<file path="config.mk">
export PLATFORM = sky130hd
export DESIGN_NAME = nonce_sweep_ctrl
export DESIGN_NICKNAME = d
export VERILOG_FILES = /design/src/rtl/nonce_sweep_ctrl_pkg.sv /design/src/rtl/nonce_sweep_ctrl_cmp.sv /design/src/rtl/nonce_sweep_ctrl.sv
export SDC_FILE = /design/constraint.sdc
export NUM_CORES = 1
export LEC_CHECK = 0
export BUFFER_PORTS_ARGS = -buffer_cell sky130_fd_sc_hd__clkbuf_2
export CORE_MARGIN = 1
export CORE_UTILIZATION = 50
export CTS_CLUSTER_DIAMETER = 50
export DETAILED_ROUTE_END_ITERATION = 16
export GPL_TIMING_DRIVEN = 0
export PLACE_DENSITY = 0.83
export SYNTH_ARGS = -nofsm -noshare
export SYNTH_HDL_FRONTEND = slang
export SYNTH_HIERARCHICAL = 1
export SYNTH_SLANG_ARGS = --single-unit
export TNS_END_PERCENT = 50
</file>
<file path="constraint.sdc">
create_clock -name clk -period 3.8 [get_ports clk]
set_input_delay 0 -clock clk [delete_from_list [all_inputs] [get_ports clk]]
set_output_delay 0 -clock clk [all_outputs]
set_load 0.01 [all_outputs]
</file>
<file path="src/rtl/nonce_sweep_ctrl_pkg.sv">
// Shared types and defaults for the nonce sweep controller.
// State encoding and default widths.
package nonce_sweep_ctrl_pkg;

    localparam int NONCE_W_DEF = 32;
    localparam int CMP_W_DEF   = 64;
    localparam int CNT_W_DEF   = 32;

    typedef enum logic [2:0] {
        ST_IDLE,
        ST_ISSUE,
        ST_WAIT,
        ST_DRAIN,
        ST_REPORT
    } state_t;

endpackage

</file>
<file path="src/rtl/nonce_sweep_ctrl_cmp.sv">
// Unsigned hash-vs-target comparator.
// A hash wins when it is not above the target.
module hash_target_cmp
    import nonce_sweep_ctrl_pkg::*;
#(
    parameter int CMP_W = CMP_W_DEF
) (
    input  logic [CMP_W-1:0] hash,
    input  logic [CMP_W-1:0] target,
    output logic             hit
);

    // Pure combinational compare.
    assign hit = (hash <= target);

endmodule

</file>
<file path="src/rtl/nonce_sweep_ctrl.sv">
// Sweeps one hash core across a nonce range for a single job.
// Reports first hit, exhaustion or abort on a valid/ready port.
module nonce_sweep_ctrl
    import nonce_sweep_ctrl_pkg::*;
#(
    parameter int NONCE_W = NONCE_W_DEF,
    parameter int CMP_W   = CMP_W_DEF,
    parameter int CNT_W   = CNT_W_DEF
) (
    input  logic               clk,
    input  logic               rst,
    input  logic               job_valid,
    output logic               job_ready,
    input  logic [NONCE_W-1:0] job_nonce_start,
    input  logic [NONCE_W-1:0] job_nonce_end,
    input  logic [CMP_W-1:0]   job_target,
    input  logic               abort,
    output logic               core_start,
    output logic [NONCE_W-1:0] core_nonce,
    input  logic               core_done,
    input  logic [CMP_W-1:0]   core_hash_msb,
    output logic               res_valid,
    input  logic               res_ready,
    output logic               res_found,
    output logic               res_aborted,
    output logic [NONCE_W-1:0] res_nonce,
    output logic               busy,
    output logic [CNT_W-1:0]   hashes_done
);

    state_t             state;
    logic [NONCE_W-1:0] cur;
    logic [NONCE_W-1:0] end_q;
    logic [CMP_W-1:0]   target_q;
    logic               hit;

    hash_target_cmp #(
        .CMP_W (CMP_W)
    ) u_cmp (
        .hash   (core_hash_msb),
        .target (target_q),
        .hit    (hit)
    );

    // Nonce register doubles as the request nonce; it only moves in WAIT.
    assign core_nonce = cur;

    // Sweep FSM with registered handshake, result and statistics outputs.
    always_ff @(posedge clk) begin
        if (rst) begin
            state       <= ST_IDLE;
            job_ready   <= 1'b1;
            busy        <= 1'b0;
            core_start  <= 1'b0;
            cur         <= '0;
            end_q       <= '0;
            target_q    <= '0;
            res_valid   <= 1'b0;
            res_found   <= 1'b0;
            res_aborted <= 1'b0;
            res_nonce   <= '0;
            hashes_done <= '0;
        end else begin
            core_start <= 1'b0;
            unique case (state)
                ST_IDLE: begin
                    if (job_valid) begin
                        end_q     <= job_nonce_end;
                        target_q  <= job_target;
                        cur       <= job_nonce_start;
                        job_ready <= 1'b0;
                        busy      <= 1'b1;
                        if (job_nonce_start > job_nonce_end) begin
                            state       <= ST_REPORT;
                            res_valid   <= 1'b1;
                            res_found   <= 1'b0;
                            res_aborted <= 1'b0;
                            res_nonce   <= job_nonce_start;
                        end else begin
                            state      <= ST_ISSUE;
                            core_start <= 1'b1;
                        end
                    end
                end
                ST_ISSUE: begin
                    state <= abort ? ST_DRAIN : ST_WAIT;
                end
                ST_WAIT: begin
                    if (core_done) begin
                        if (hashes_done != '1)
                            hashes_done <= hashes_done + CNT_W'(1);
                        if (hit || cur == end_q || abort) begin
                            state       <= ST_REPORT;
                            res_valid   <= 1'b1;
                            res_found   <= hit;
                            res_aborted <= !hit && cur != end_q;
                            res_nonce   <= cur;
                        end else begin
                            cur        <= cur + NONCE_W'(1);
                            state      <= ST_ISSUE;
                            core_start <= 1'b1;
                        end
                    end else if (abort) begin
                        state <= ST_DRAIN;
                    end
                end
                ST_DRAIN: begin
                    if (core_done) begin
                        if (hashes_done != '1)
                            hashes_done <= hashes_done + CNT_W'(1);
                        state       <= ST_REPORT;
                        res_valid   <= 1'b1;
                        res_found   <= 1'b0;
                        res_aborted <= 1'b1;
                        res_nonce   <= cur;
                    end
                end
                ST_REPORT: begin
                    if (res_ready) begin
                        state     <= ST_IDLE;
                        res_valid <= 1'b0;
                        job_ready <= 1'b1;
                        busy      <= 1'b0;
                    end
                end
                default: begin
                    state <= ST_IDLE;
                end
            endcase
        end
    end

endmodule

</file>
==> results.py <==
metrics = {
    "outcome": {
        "outcome": "finished, final reports clean",
    },
    "clocking": {
        "cts_made_buffers": 26,
        "latest_clock_arrival_within_the_worst_skew_pair_ns": 0.54,
        "clock-sinks": 201,
        "cts-htree-levels": 1,
        "post_cts.repair.setup_buffers": 0,
        "clk_path_buf_depth": 3,
        "clk_transition_reported_paths_ns": 0.06,
        "cts_tree": "done",
        "clk_root_buffer_cell": "clkbuf_16",
    },
    "sta": {
        "setup_total_negative_slack_ns": 0,
        "period_minus_slack_ns": 3.71,
        "timing.max_slew.rel_slack_pct": 34.5,
        "tightest_slew_ns": 0.983,
        "rsz0062_at_grt": "no",
        "setup_violations": 0,
        "layout_worst_path_cycle_share_pct": 97.8,
        "achievable-frequency_mhz": 269,
        "hold_viol_final": 0,
        "final_max_slew_violation_count": 0,
        "fin_worst_skew_ns": 0.0198,
    },
    "die": {
        "floorplan.rows": 55,
        "die_x_um": 155,
        "area_of_the_core_um2": 22800,
        "pin_count": 300,
        "initial_core_util_pct": 51.3,
        "die_h_um": 155,
        "die_footprint_um2": 24000,
    },
    "worst_setup_path": {
        "timing.critical_path.to_type": "flip-flop",
        "arrival_time_of_data_at_the_critical_path_endpoint_ns": 4.15,
        "criticalPathCategory": "reg2reg",
        "timing.critical_path.required_ns": 4.23,
        "path_max_fanout": 10,
        "crit_path_start_kind": "flip-flop",
    },
    "yosys": {
        "post_synth.cell_area_avg_um2": 8.01,
        "synth.cells.most_frequent": "nand2_1 (284), dfxtp_1 (201), a21oi_1 (183)",
        "synth_most_common_cell": "nand2_1",
        "synth.ff_latch_count": 201,
        "synthDominantCellAreaShare_pct": 34.4,
        "synth_enable_flop_cells": 0,
        "syn-cell-area_um2": 11700,
        "synth_sequential_area_ratio_pct": 34.4,
        "syn-num-nets": 1755,
        "synth.yosys.warnings": 6,
        "async_flop_share_pct": 0,
        "most_used_dff_post_synth": "dfxtp_1",
        "postSynthCellCount": 1459,
        "synth_cell_types": 65,
        "yosys-top-cells-area": "dfxtp_1 (34%), ha_1 (10%), nand2_1 (9.1%), a21oi_1 (7.8%), inv_1 (3.4%)",
        "synth_area_leader_cell": "dfxtp_1",
    },
    "final_layout": {
        "num-nets-final": 2214,
        "drive_gt1_share_pct": 20.9,
        "fin_util_pct": 69.4,
        "insertedDiodeCount": 0,
        "area_delta_synth_final_pct": 35.3,
    },
    "routing": {
        "route.detailed.vias_per_inst": 6.03,
        "drt_first_iter_violations": 1585,
        "via_count": 13600,
        "drtPass1Iterations": 8,
        "route.detailed.wl_per_inst_um": 20.6,
        "drc": 0,
        "ant_nets": 0,
        "totalWireLength_um": 46400,
    },
    "global_routing": {
        "met1_usage_pct": 44.0,
        "grt_start_max_net_pins": 13,
        "grt_util_met3_pct": 8.86,
        "met2_capacity_usage_during_global_routing_pct": 62.2,
        "grt_pass1_wl_um": 70700,
        "most_used_routing_layer_in_global_routing": "met2",
        "antenna_found_initial": 0,
        "globalRoute.totalOverflow": 0,
        "global_route_usage_over_all_layers_pct": 37.7,
        "grt_pass1_vias": 13500,
    },
    "place": {
        "gp_routability_congestion": 0.989,
        "buffer_ports.inserted": 299,
        "post-dp-hpwl_um": 30700,
    },
    "power_and_ir_drop": {
        "power_per_cell_area_nw_per_um2": 578,
        "static_leakage_uw": 0.00679,
        "vdd_drop_max_mv": 0.286,
    },
    "job": {
        "maxCapViolCount": 0,
    },
    "min_path": {
        "hold_class": "in2reg",
    },
}
==> worst max-delay path, stage by stage (launching register included) <==
cell       delay, ns
dfxtp_1         0.35
inv_1           0.06
ha_1            0.31
nand4_1         0.18
nor4_4          0.45
and4_1          0.31
o41ai_1         0.12
nand4b_1        0.13
o21ai_1         0.16
a2111oi_4       0.47
a2bb2oi_2       0.35
clkbuf_4        0.33
a21oi_1         0.11
a211oi_1        0.29
==> where the power goes <==
| group | switching [uW] | internal, uW | total, uW |
|---|---|---|---|
| clock network | 999 | 1620 | 2620 |
| logic | 2300 | 1290 | 3590 |
| registers | 400 | 2520 | 2920 |
==> stage by stage <==
stage | power [uW] | hold slack [ns] | worst slack [ns] | cells | cell area [um^2]
3_3_place_gp | 6070 | 0.225 | 0.291 | 2071 | 13600
3_5_place_dp | 6170 | 0.230 | 0.272 | 2071 | 13600
5_1_grt | 9490 | 0.244 | 0.0306 | 2249 | 15800
4_1_cts | 8890 | 0.128 | 0.201 | 2249 | 15800
6_report | 9140 | 0.160 | 0.0855 | 2249 | 15800
2_1_floorplan | 4990 | 0.123 | 1.01 | 1459 | 11700
==> state kept, by name, summed over array words and instances, names as in the netlist <==
signal       flops
busy             1
target_q        64
job_ready        1
state            3
hashes_done     32
res_nonce       32
res_valid        1
core_nonce      32
res_found        1
res_aborted      1
end_q           32
core_start       1
==> per-layer routing <==
metal  vias to the layer above  share of wire, %
met5                         -                 0
met4                         0               6.7
met3                       260                11
met2                      1007                45
met1                      6241                37
li1                       6057                 -
==> layout make-up <==
cell class	instances	area, um^2
Fill cell	1685	6970
Multi-Input combinational cell	1055	6830
Sequential cell	201	4020
Timing Repair Buffer	431	2820
Clock buffer	33	728
Buffer	96	444
Inverter	107	402
Tap cell	313	392
Clock inverter	13	178
==> layout by cell type (no fill, tap or decap), types with 10 or more instances in the layout <==
master         Yosys  final
clkbuf_2           1    304
nand2_1          284    284
dfxtp_1          201    201
a21oi_1          183    183
dlygate4sd3_1      0    132
inv_1            106    106
ha_1              98     98
clkbuf_1          78     77
nor2_1            61     61
xnor2_1           44     44
nand3_1           38     38
o21ai_0           38     38
nand4_1           37     37
o2111ai_1         34     34
mux2i_1           32     32
o31ai_2           28     28
clkbuf_16          0     27
nor3_1            21     21
xor2_1            15     15
a211oi_1          13     13
and3_1            10     10
==> worst paths after layout <==
kind,from,to,slack [ns],depth (start not counted)
max reg2reg,target_q[50],core_nonce[29],0.09,13
min,job_valid,state[0],0.16,6
max,target_q[50],core_nonce[29],0.09,13
min reg2reg,target_q[63],target_q[63],0.46,2
==> kinds of logic after synthesis <==
| group | after synthesis | share of synthesized area (%) |
|---|---|---|
| multiplexers | 32 | 2.74 |
| flip-flops | 201 | 34.4 |
| AO/OA/AOI/OAI | 369 | 21.1 |
| buffers and inverters | 203 | 7.17 |
| adder cells (fa/ha/maj) | 98 | 10.5 |
| XOR/XNOR | 60 | 4.56 |
| AND/OR/NAND/NOR | 496 | 19.4 |
==> repair_timing <==
item                       4_1_cts  5_1_grt
hold endpoints to repair       166        0
setup endpoints to repair        0       60
gates resized for setup          0       10
hold buffers                   132        0
Power figures use the tool's default switching activity.
